[config.mk]
export PLATFORM = sky130hd
export DESIGN_NAME = clock_divider_bank_flat
export DESIGN_NICKNAME = d
export VERILOG_FILES = /design/src/rtl/clock_divider_bank_if.sv /design/src/rtl/clock_divider_bank.sv /design/src/flat_wrapper.sv
export SDC_FILE = /design/constraint.sdc
export NUM_CORES = 1
export LEC_CHECK = 0
export CAP_MARGIN = 20
export CORE_MARGIN = 2
export CORE_UTILIZATION = 56
export CTS_CLUSTER_DIAMETER = 120
export DETAILED_ROUTE_END_ITERATION = 10
export HOLD_SLACK_MARGIN = 0.05
export PLACE_DENSITY = 0.76
export SLEW_MARGIN = 30
export SYNTH_ARGS = -nofsm -noshare
export SYNTH_HDL_FRONTEND = slang
export SYNTH_SLANG_ARGS = --single-unit
export TNS_END_PERCENT = 50
[constraint.sdc]
create_clock -name clk -period 3.4 [get_ports clk]
set_clock_uncertainty 0.2 [all_clocks]
set_input_delay 0.51 -clock clk [delete_from_list [all_inputs] [get_ports clk]]
set_output_delay 0.51 -clock clk [all_outputs]
set_load 0.03 [all_outputs]
[src/rtl/clock_divider_bank_if.sv]
// Divisor write port shared by all channels of clock_divider_bank.
//   wr_en   : divisor write strobe
//   wr_ch   : target channel index (indices >= CHANNELS are ignored by the bank)
//   wr_data : divisor value D (period = D + 2 input cycles)
// master drives the write port, slave (the divider bank) receives it.
interface clock_divider_bank_if #(
  parameter int CHANNELS = 4,
  parameter int WIDTH    = 16
);
  localparam int CHW = (CHANNELS > 1) ? $clog2(CHANNELS) : 1;

  logic             wr_en;
  logic [CHW-1:0]   wr_ch;
  logic [WIDTH-1:0] wr_data;

  modport master (output wr_en, wr_ch, wr_data);
  modport slave  (input  wr_en, wr_ch, wr_data);
endinterface

[src/rtl/clock_divider_bank.sv]
// Bank of CHANNELS independent programmable clock dividers on one input clock.
// Each channel outputs a registered square wave (period A+2, high floor(P/2))
// and a one-cycle tick on every rising edge of that wave. New divisors are
// staged in a shadow register and only become active at a period boundary
// (wrap, sync, start or while disabled), so no runt pulses are produced.
//   clk    : input clock, all logic on posedge
//   reset  : synchronous, active-high
//   en     : per-channel enable
//   sync   : global phase-align strobe, restarts all enabled channels
//   wr     : divisor write port (slave modport)
//   clkout : divided clock per channel, registered
//   tick   : one-cycle pulse on each rising edge of clkout
module clock_divider_bank #(
  parameter int CHANNELS  = 4,
  parameter int WIDTH     = 16,
  parameter int RESET_DIV = 0
) (
  input  logic                 clk,
  input  logic                 reset,
  input  logic [CHANNELS-1:0]  en,
  input  logic                 sync,
  clock_divider_bank_if.slave  wr,
  output logic [CHANNELS-1:0]  clkout,
  output logic [CHANNELS-1:0]  tick
);
  localparam int CHW = (CHANNELS > 1) ? $clog2(CHANNELS) : 1;

  for (genvar gi = 0; gi < CHANNELS; gi++) begin : g_ch
    logic [WIDTH-1:0] s_q, s_d;
    logic [WIDTH-1:0] a_q, a_d;
    logic [WIDTH:0]   c_q, c_d;
    logic             out_q, out_d;
    logic             tick_q, tick_d;
    logic             en_prev_q;

    logic             wr_hit;
    logic [WIDTH-1:0] load;
    logic [WIDTH:0]   last;   // P-1 = A+1
    logic [WIDTH:0]   high;   // H = floor((A+2)/2)
    logic [WIDTH:0]   c_inc;

    // Out-of-range channel indices never match any gi, so they are dropped.
    assign wr_hit = wr.wr_en && (wr.wr_ch == CHW'(gi));
    // Write-through: a write landing on a load cycle is used immediately.
    assign load   = wr_hit ? wr.wr_data : s_q;
    // WIDTH+1 bits so A = all-ones still yields P = 2^WIDTH+1 without overflow.
    assign last   = {1'b0, a_q} + (WIDTH+1)'(1);
    assign high   = ({1'b0, a_q} + (WIDTH+1)'(2)) >> 1;
    assign c_inc  = c_q + (WIDTH+1)'(1);

    always_comb begin
      s_d    = wr_hit ? wr.wr_data : s_q;
      a_d    = a_q;
      c_d    = c_inc;
      out_d  = (c_inc < high);
      tick_d = 1'b0;
      if (!en[gi]) begin
        c_d    = '0;
        a_d    = load;
        out_d  = 1'b0;
        tick_d = 1'b0;
      end else if (sync || !en_prev_q || (c_q == last)) begin
        c_d    = '0;
        a_d    = load;
        out_d  = 1'b1;
        tick_d = 1'b1;
      end
    end

    always_ff @(posedge clk) begin
      if (reset) begin
        s_q       <= WIDTH'(RESET_DIV);
        a_q       <= WIDTH'(RESET_DIV);
        c_q       <= '0;
        out_q     <= 1'b0;
        tick_q    <= 1'b0;
        en_prev_q <= 1'b0;
      end else begin
        s_q       <= s_d;
        a_q       <= a_d;
        c_q       <= c_d;
        out_q     <= out_d;
        tick_q    <= tick_d;
        en_prev_q <= en[gi];
      end
    end

    assign clkout[gi] = out_q;
    assign tick[gi]   = tick_q;
  end
endmodule

[src/flat_wrapper.sv]
// flat-port wrapper written by rule: the top's interface ports become plain ports
module clock_divider_bank_flat 
#(
  parameter int CHANNELS  = 4,
  parameter int WIDTH     = 16,
  parameter int RESET_DIV = 0
)
  (clk, reset, en, sync, clkout, tick, wr_wr_en, wr_wr_ch, wr_wr_data);
  clock_divider_bank_if #(.CHANNELS(CHANNELS), .WIDTH(WIDTH)) wr_i ();
  input  logic clk;
  input  logic reset;
  input  logic [CHANNELS-1:0] en;
  input  logic sync;
  output logic [CHANNELS-1:0] clkout;
  output logic [CHANNELS-1:0] tick;
  input wire logic [$bits(wr_i.wr_en)-1:0] wr_wr_en;
  input wire logic [$bits(wr_i.wr_ch)-1:0] wr_wr_ch;
  input wire logic [$bits(wr_i.wr_data)-1:0] wr_wr_data;
  assign wr_i.wr_en = wr_wr_en;
  assign wr_i.wr_ch = wr_wr_ch;
  assign wr_i.wr_data = wr_wr_data;
  clock_divider_bank #(.CHANNELS(CHANNELS), .WIDTH(WIDTH), .RESET_DIV(RESET_DIV)) u_core (.clk(clk), .reset(reset), .en(en), .sync(sync), .wr(wr_i), .clkout(clkout), .tick(tick));
endmodule
==> qor.yml, run 1 <==
power.density_nw_per_um2: 416
yosysTopAreaCellShare_pct: 35.6
cts_buffer_depth: 3
ys_ff_latch: 208
antenna_cells: 0
finalHoldViolCount: 0
slew_headroom_pct: 56.2
fin_nets: 1500
grt_pass1_vias: 9478
cp.required_ns: 3.66
setup_viol_count_final: 0
finalWirelength_mm: 27.6
hold_class: "flop to flop"
synth_xor_area_share_pct: 14.9
fmaxAchievable_ghz: 0.312
netlist_area_um2: 11700
ant_nets: 0
period_minus_slack_ns: 3.21
rsz0062_at_grt: "false"
crit_type: "flop to flop"
die_h_um: 149
holdBufCountCts: 0
layout_setup_ws_ns: 0.190
dp_cells: 1647
drv_slew: 0
synthAdderAreaFrac_pct: 7.70
drcViolationCount: 0
synth_cell_types: 65
hold_ws_ns: 0.261
fin_crit_sh_pct: 94.4
numCtsBuffers: 23
cts_root_buf: "clkbuf_16"
final_layout_size_suffix_gt1_share_pct: 7.06
final_cells: 1687
io_buffers: 33
clk_latency_ns: 0.52
start_kind: "flop"
synth.most_common_cell: "dfxtp_1"
synth_compound_area_share_pct: 13.9
core_area_um2: 20400
synth_common_cells: "dfxtp_1 (208), nand2_1 (190), xnor2_1 (129)"
max_stage_delay_ns: 0.33
first_pass_iters: 5
synth_area_leader_cell: "dfxtp_1"
cts_tree: "yes"
die_area_um2: 22100
ys_seq_area_share_pct: 35.6
grt_max_degree: 33
place.gp.congestion: 0.909
yosys_warnings: 0
overflow: 0
grt_pass1_wl_mm: 45.9
tightestPinTransition_ns: 0.655
track_usage_pct: 25.1
placementRows: 52
cp-end-kind: "flop"
path_buf_inv: 1
vias: 9834
place_ws_ns: 0.0997
antenna_found_initial: 0
slowest_stage: "a211o_1"
tns_ns: 0
synthCells: 1382
vias_per_cell: 5.83
io_pins: 34
start_util_pct: 57.4
path_clk_slew_ns: 0.06
run_status: "complete, no violations"
synthMuxAreaShare_pct: 0.267
synth_ff_type: "dfxtp_1"
postSynthNetCount: 1480
wl_per_cell_um: 16.4
drt_iter0_markers: 661
die_w_um: 149
synth.area.top_cells: "dfxtp_1 (36%), xnor2_1 (9.7%), ha_1 (7.7%)"
p_leak_nw: 5.21
cts_max_level: 1
ys_async_sr_fraction_pct: 0
synth-simple-area-share_pct: 23.1
critPathTopFamily: "compound AO/OA/AOI/OAI gates"
synthToLayoutAreaGrowth_pct: 11.7
clock_sinks: 208
drv_cap: 0
dpl.hpwl_mm: 20.3
vdd_drop_max_mv: 0.350
path_cells: "and3_1, and3_1, nor2b_2, inv_1, nor2_1, xnor2_1, ha_1, a211o_1, a2111oi_2, o21ai_1, a221o_1, a211o_1, a21oi_1"
synth_edf_count: 0
synth_top_family_by_area: "simple AND/OR/NAND/NOR gates"
worstPathArrival_ns: 3.47
synth_area_per_cell_um2: 8.46
path_max_fanout: 2
-- routing by layer --
metal	global-route usage (%)	vias up	part of all wire [%]	wire (µm)
li1	-	4835	-	-
met1	34.6	4684	47	13000
met2	41.3	260	46	12600
met3	3.34	55	5.0	1390
met4	7.00	0	2.2	605
met5	0	-	0	0
-- worst register-to-register path: stages (launching register included) --
cell	delay (ns)
dfxtp_1	0.32
and3_1	0.17
and3_1	0.20
nor2b_2	0.18
inv_1	0.07
nor2_1	0.13
xnor2_1	0.08
ha_1	0.32
a211o_1	0.33
a2111oi_2	0.27
o21ai_1	0.12
a221o_1	0.33
a211o_1	0.29
a21oi_1	0.14
-- cell families after synthesis --
| kind of cell | after synthesis |
|---|---|
| flip-flops | 208 |
| adder cells (fa/ha/maj) | 72 |
| XOR/XNOR | 199 |
| buffers and inverters | 124 |
| multiplexers | 3 |
| AND/OR/NAND/NOR | 543 |
| AO/OA/AOI/OAI | 233 |
-- final cells by class --
type,count,area [µm²]
clock buffers,32,629
clock inverters,8,78.8
fillers,1731,7300
inverters,38,143
multi-input cells,1050,7030
flip-flops and latches,208,4160
well taps,270,338
repair buffers,81,686
-- repair_timing --
item	CTS	global route
setup endpoints to repair	0	1
resized for setup	0	5
buffers inserted	0	0
-- sequential cells by signal, indices dropped and copies added (netlist names) --
register and count:
u_core.g_ch.c_q 68, u_core.g_ch.a_q 64, u_core.g_ch.out_q 4, u_core.g_ch.tick_q 4, u_core.g_ch.s_q 64, u_core.g_ch.en_prev_q 4
-- stage by stage --
step,power (mW),util [%],instance area [µm²]
detailed placement,3.12,60.6,12300
CTS,5.47,64.1,13100
floorplan,2.95,-,11700
finish,5.43,64.1,13100
global route,5.63,64.1,13100
global placement,3.11,60.6,12300
-- layout by cell type, fill, tap and decap left out, types with 5 or more instances in the layout --
master,Yosys,layout
buf_4,9,48
and2_1,26,26
ha_1,72,72
a2bb2oi_1,16,16
clkbuf_1,64,7
xnor2_1,129,129
and3_1,58,57
or3_1,6,6
a21o_1,14,14
nand2b_1,8,8
o31ai_1,5,5
o22a_1,49,49
dfxtp_1,208,208
o21ai_0,14,13
clkbuf_16,0,23
xor2_1,70,70
a21oi_1,94,94
clkdlybuf4s50_1,0,32
o211ai_1,5,5
nor4_1,7,7
inv_1,38,38
nand3_1,72,72
nor2_1,65,64
nand4_1,37,37
nand2_1,190,190
nor3_1,16,16
nor2b_1,29,28
and4_1,6,6
-- power by group --
part           switching [mW]  internal, mW
logic                   0.273         0.226
registers              0.0667          2.51
clock network           0.991          1.37
-- path summary, 6_finish.rpt --
| path | startpoint | depth (start not counted) | to | slack (ns) |
|---|---|---|---|---|
| hold reg to reg | u_core.g_ch[0].s_q[0] | 2 | u_core.g_ch[0].s_q[0] | 0.26 |
| setup / recovery | u_core.g_ch[3].a_q[5] | 13 | u_core.g_ch[3].out_q | 0.19 |
| setup reg to reg | u_core.g_ch[3].a_q[5] | 13 | u_core.g_ch[3].out_q | 0.19 |
| hold / removal | u_core.g_ch[0].s_q[0] | 2 | u_core.g_ch[0].s_q[0] | 0.26 |
Power figures use the tool's default switching activity.
==> run 2, diff against run 1 <==
--- a/config.mk
+++ b/config.mk
@@ -12,5 +12,5 @@
 export DETAILED_ROUTE_END_ITERATION = 10
 export HOLD_SLACK_MARGIN = 0.05
-export PLACE_DENSITY = 0.76
+export PLACE_DENSITY = 0.79
 export SLEW_MARGIN = 30
 export SYNTH_ARGS = -nofsm -noshare
==> constraint.sdc (replaced) <==
create_clock -name clk -period 3.4 [get_ports clk]
set_clock_uncertainty 0.2 [all_clocks]
set_input_delay 0.51 -clock clk [delete_from_list [all_inputs] [get_ports clk]]
set_output_delay 0.51 -clock clk [all_outputs]
set_load 0.01 [all_outputs]
==> qor.yml, run 2 (same netlist as run 1, synthesis figures left out) <==
run_status: "complete, no violations"  # unchanged
layout_common_cells: "dfxtp_1 (207), nand2_1 (190), xnor2_1 (128)"  # was dfxtp_1 (208), nand2_1 (190), xnor2_1 (129)
largest_reg_flops: 68  # unchanged
place_ws_ns: 0.0142  # was 0.0997 ns
finalWirelength_mm: 27.7  # was 27.6 mm
first_pass_iters: 6  # was 5
grt_pass1_wl_mm: 45.4  # was 45.9 mm
final_layout_size_suffix_gt1_share_pct: 7.11  # was 7.06%
hold_class: "flop to flop"  # unchanged
die_w_um: 149  # unchanged
path_max_fanout: 4  # was 2
hold_depth: 2  # unchanged
vias_per_cell: 5.87  # was 5.83
top_register: "u_core.g_ch.c_q"  # unchanged
io_buffers: 33  # unchanged
synthToLayoutAreaGrowth_pct: 11.8  # was 11.7%
place.gp.congestion: 0.916  # was 0.909
clock_sinks: 208  # unchanged
cp-end-kind: "flop"  # unchanged
placedInstanceArea_um2: 12300  # about the same
critPathTopFamily: "compound AO/OA/AOI/OAI gates"  # unchanged
setup_viol_count_final: 0  # unchanged
clk_latency_ns: 0.51  # was 0.52 ns
p_leak_nw: 5.22  # was 5.21 nW
grt_pass1_vias: 9354  # was 9478
total_power_mw: 5.56  # was 5.43 mW
cp.required_ns: 3.64  # was 3.66 ns
fillers: 1684  # was 1731
top_regs: "u_core.g_ch.c_q x68, u_core.g_ch.a_q x64, u_core.g_ch.s_q x64"  # unchanged
path_cells: "ha_1, nand3_1, nor2_2, and3_2, xor2_1, ha_1, a211o_1, a2111oi_2, o21ai_1, a221o_1, a211o_1, a21oi_1"  # was and3_1, and3_1, nor2b_2, inv_1, nor2_1, xnor2_1, ha_1, a211o_1, a2111oi_2, o21ai_1, a221o_1, a211o_1, a21oi_1
cts_buffer_depth: 3  # unchanged
slowest_stage: "dfxtp_1"  # was a211o_1
fmaxAchievable_ghz: 0.310  # was 0.312 GHz
antenna_found_initial: 0  # unchanged
wl_met2_mm: 12.8  # was 12.6 mm
final_area_um2: 13100  # about the same
placementRows: 52  # unchanged
fin_nets: 1492  # was 1500
wl_met3_mm: 1.35  # was 1.39 mm
fin_crit_sh_pct: 94.9  # was 94.4%
wl_per_cell_um: 16.5  # was 16.4 µm
crit_cells: 12  # was 13
drt_iter0_markers: 680  # was 661
finalHoldViolCount: 0  # unchanged
dpl.hpwl_mm: 20.0  # was 20.3 mm
drcViolationCount: 0  # unchanged
slew_headroom_pct: 55.5  # was 56.2%
vias: 9845  # was 9834
start_kind: "flop"  # unchanged
ant_nets: 0  # unchanged
wl_met1_mm: 12.7  # was 13.0 mm
path_buf_inv: 0  # was 1
core_area_um2: 20400  # unchanged
worstPathArrival_ns: 3.46  # was 3.47 ns
die_h_um: 149  # unchanged
overflow: 0  # unchanged
layout_setup_ws_ns: 0.174  # was 0.190 ns
period_minus_slack_ns: 3.23  # was 3.21 ns
drv_cap: 0  # unchanged
power.density_nw_per_um2: 425  # was 416 nW/µm²
start_util_pct: 57.4  # unchanged
path_clk_slew_ns: 0.06  # about the same
final_common_cell: "dfxtp_1"  # unchanged
io_pins: 34  # unchanged
die_area_um2: 22100  # unchanged
rr_worst_depth: 12  # was 13
antenna_cells: 0  # unchanged
crit_type: "flop to flop"  # unchanged
max_stage_delay_ns: 0.39  # was 0.33 ns
grt_max_degree: 33  # unchanged
cts_root_buf: "clkbuf_16"  # unchanged
dr.max_layer_used: "met4"  # unchanged
cts_max_level: 1  # unchanged
cts_tree: "yes"  # unchanged
tightestPinTransition_ns: 0.651  # was 0.655 ns
numCtsBuffers: 22  # was 23
holdBufCountCts: 0  # unchanged
track_usage_pct: 24.7  # was 25.1%
drv_slew: 0  # unchanged
vdd_drop_max_mv: 0.354  # was 0.350 mV
cts_setup_buffers: 0  # unchanged
[run 2: layer usage]
metal,vias to the layer above,global-route usage (%)
met5,-,0
met4,0,7.14
met3,59,3.04
met2,253,41.9
met1,4711,33.3
li1,4822,-
[run 2: what timing repair did]
action | in CTS | in global routing
setup endpoints to repair | 1 | 2
resized for setup | 1 | 9
pin swaps | 0 | 1
[run 2: path summary, 6_finish.rpt]
kind | start | endpoint | slack, ns
setup / recovery | u_core.g_ch[3].c_q[1] | u_core.g_ch[3].out_q | 0.17
hold / removal | u_core.g_ch[2].s_q[11] | u_core.g_ch[2].s_q[11] | 0.26
setup reg to reg | u_core.g_ch[3].c_q[1] | u_core.g_ch[3].out_q | 0.17
hold reg to reg | u_core.g_ch[2].s_q[11] | u_core.g_ch[2].s_q[11] | 0.26
[run 2: stage by stage]
stage	setup TNS [ns]	hold WS, ns	utilization (%)	cells
final	0	0.263	64.2	1676
after global routing	-0.0177	0.283	64.2	1676
after CTS	0	0.261	64.1	1676
after detailed placement	0	0.253	60.3	1640
after global placement	0	0.248	60.3	1640
after floorplan	0	0.240	-	1382
[run 2: cell type report]
class	count	area [µm²]	share of cell area, %
Multi-Input combinational cell	1050	7040	53.9
Sequential cell	208	4170	31.9
Timing Repair Buffer	74	633	4.84
Clock buffer	26	617	4.72
Tap cell	270	338	2.58
Inverter	38	143	1.09
Clock inverter	10	138	1.05
[run 2: worst register-to-register path, cell delays in order, from the launching register on]
cell       delay, ns
dfxtp_1         0.39
ha_1            0.21
nand3_1         0.14
nor2_2          0.15
and3_2          0.24
xor2_1          0.09
ha_1            0.23
a211o_1         0.33
a2111oi_2       0.29
o21ai_1         0.13
a221o_1         0.34
a211o_1         0.29
a21oi_1         0.12
[run 2: power by group]
group | switching (mW) | internal (mW) | total, mW | leakage, nW
registers | 0.0681 | 2.51 | 2.58 | 1.69
clock network | 0.979 | 1.52 | 2.50 | 0.368
logic | 0.265 | 0.223 | 0.488 | 3.16
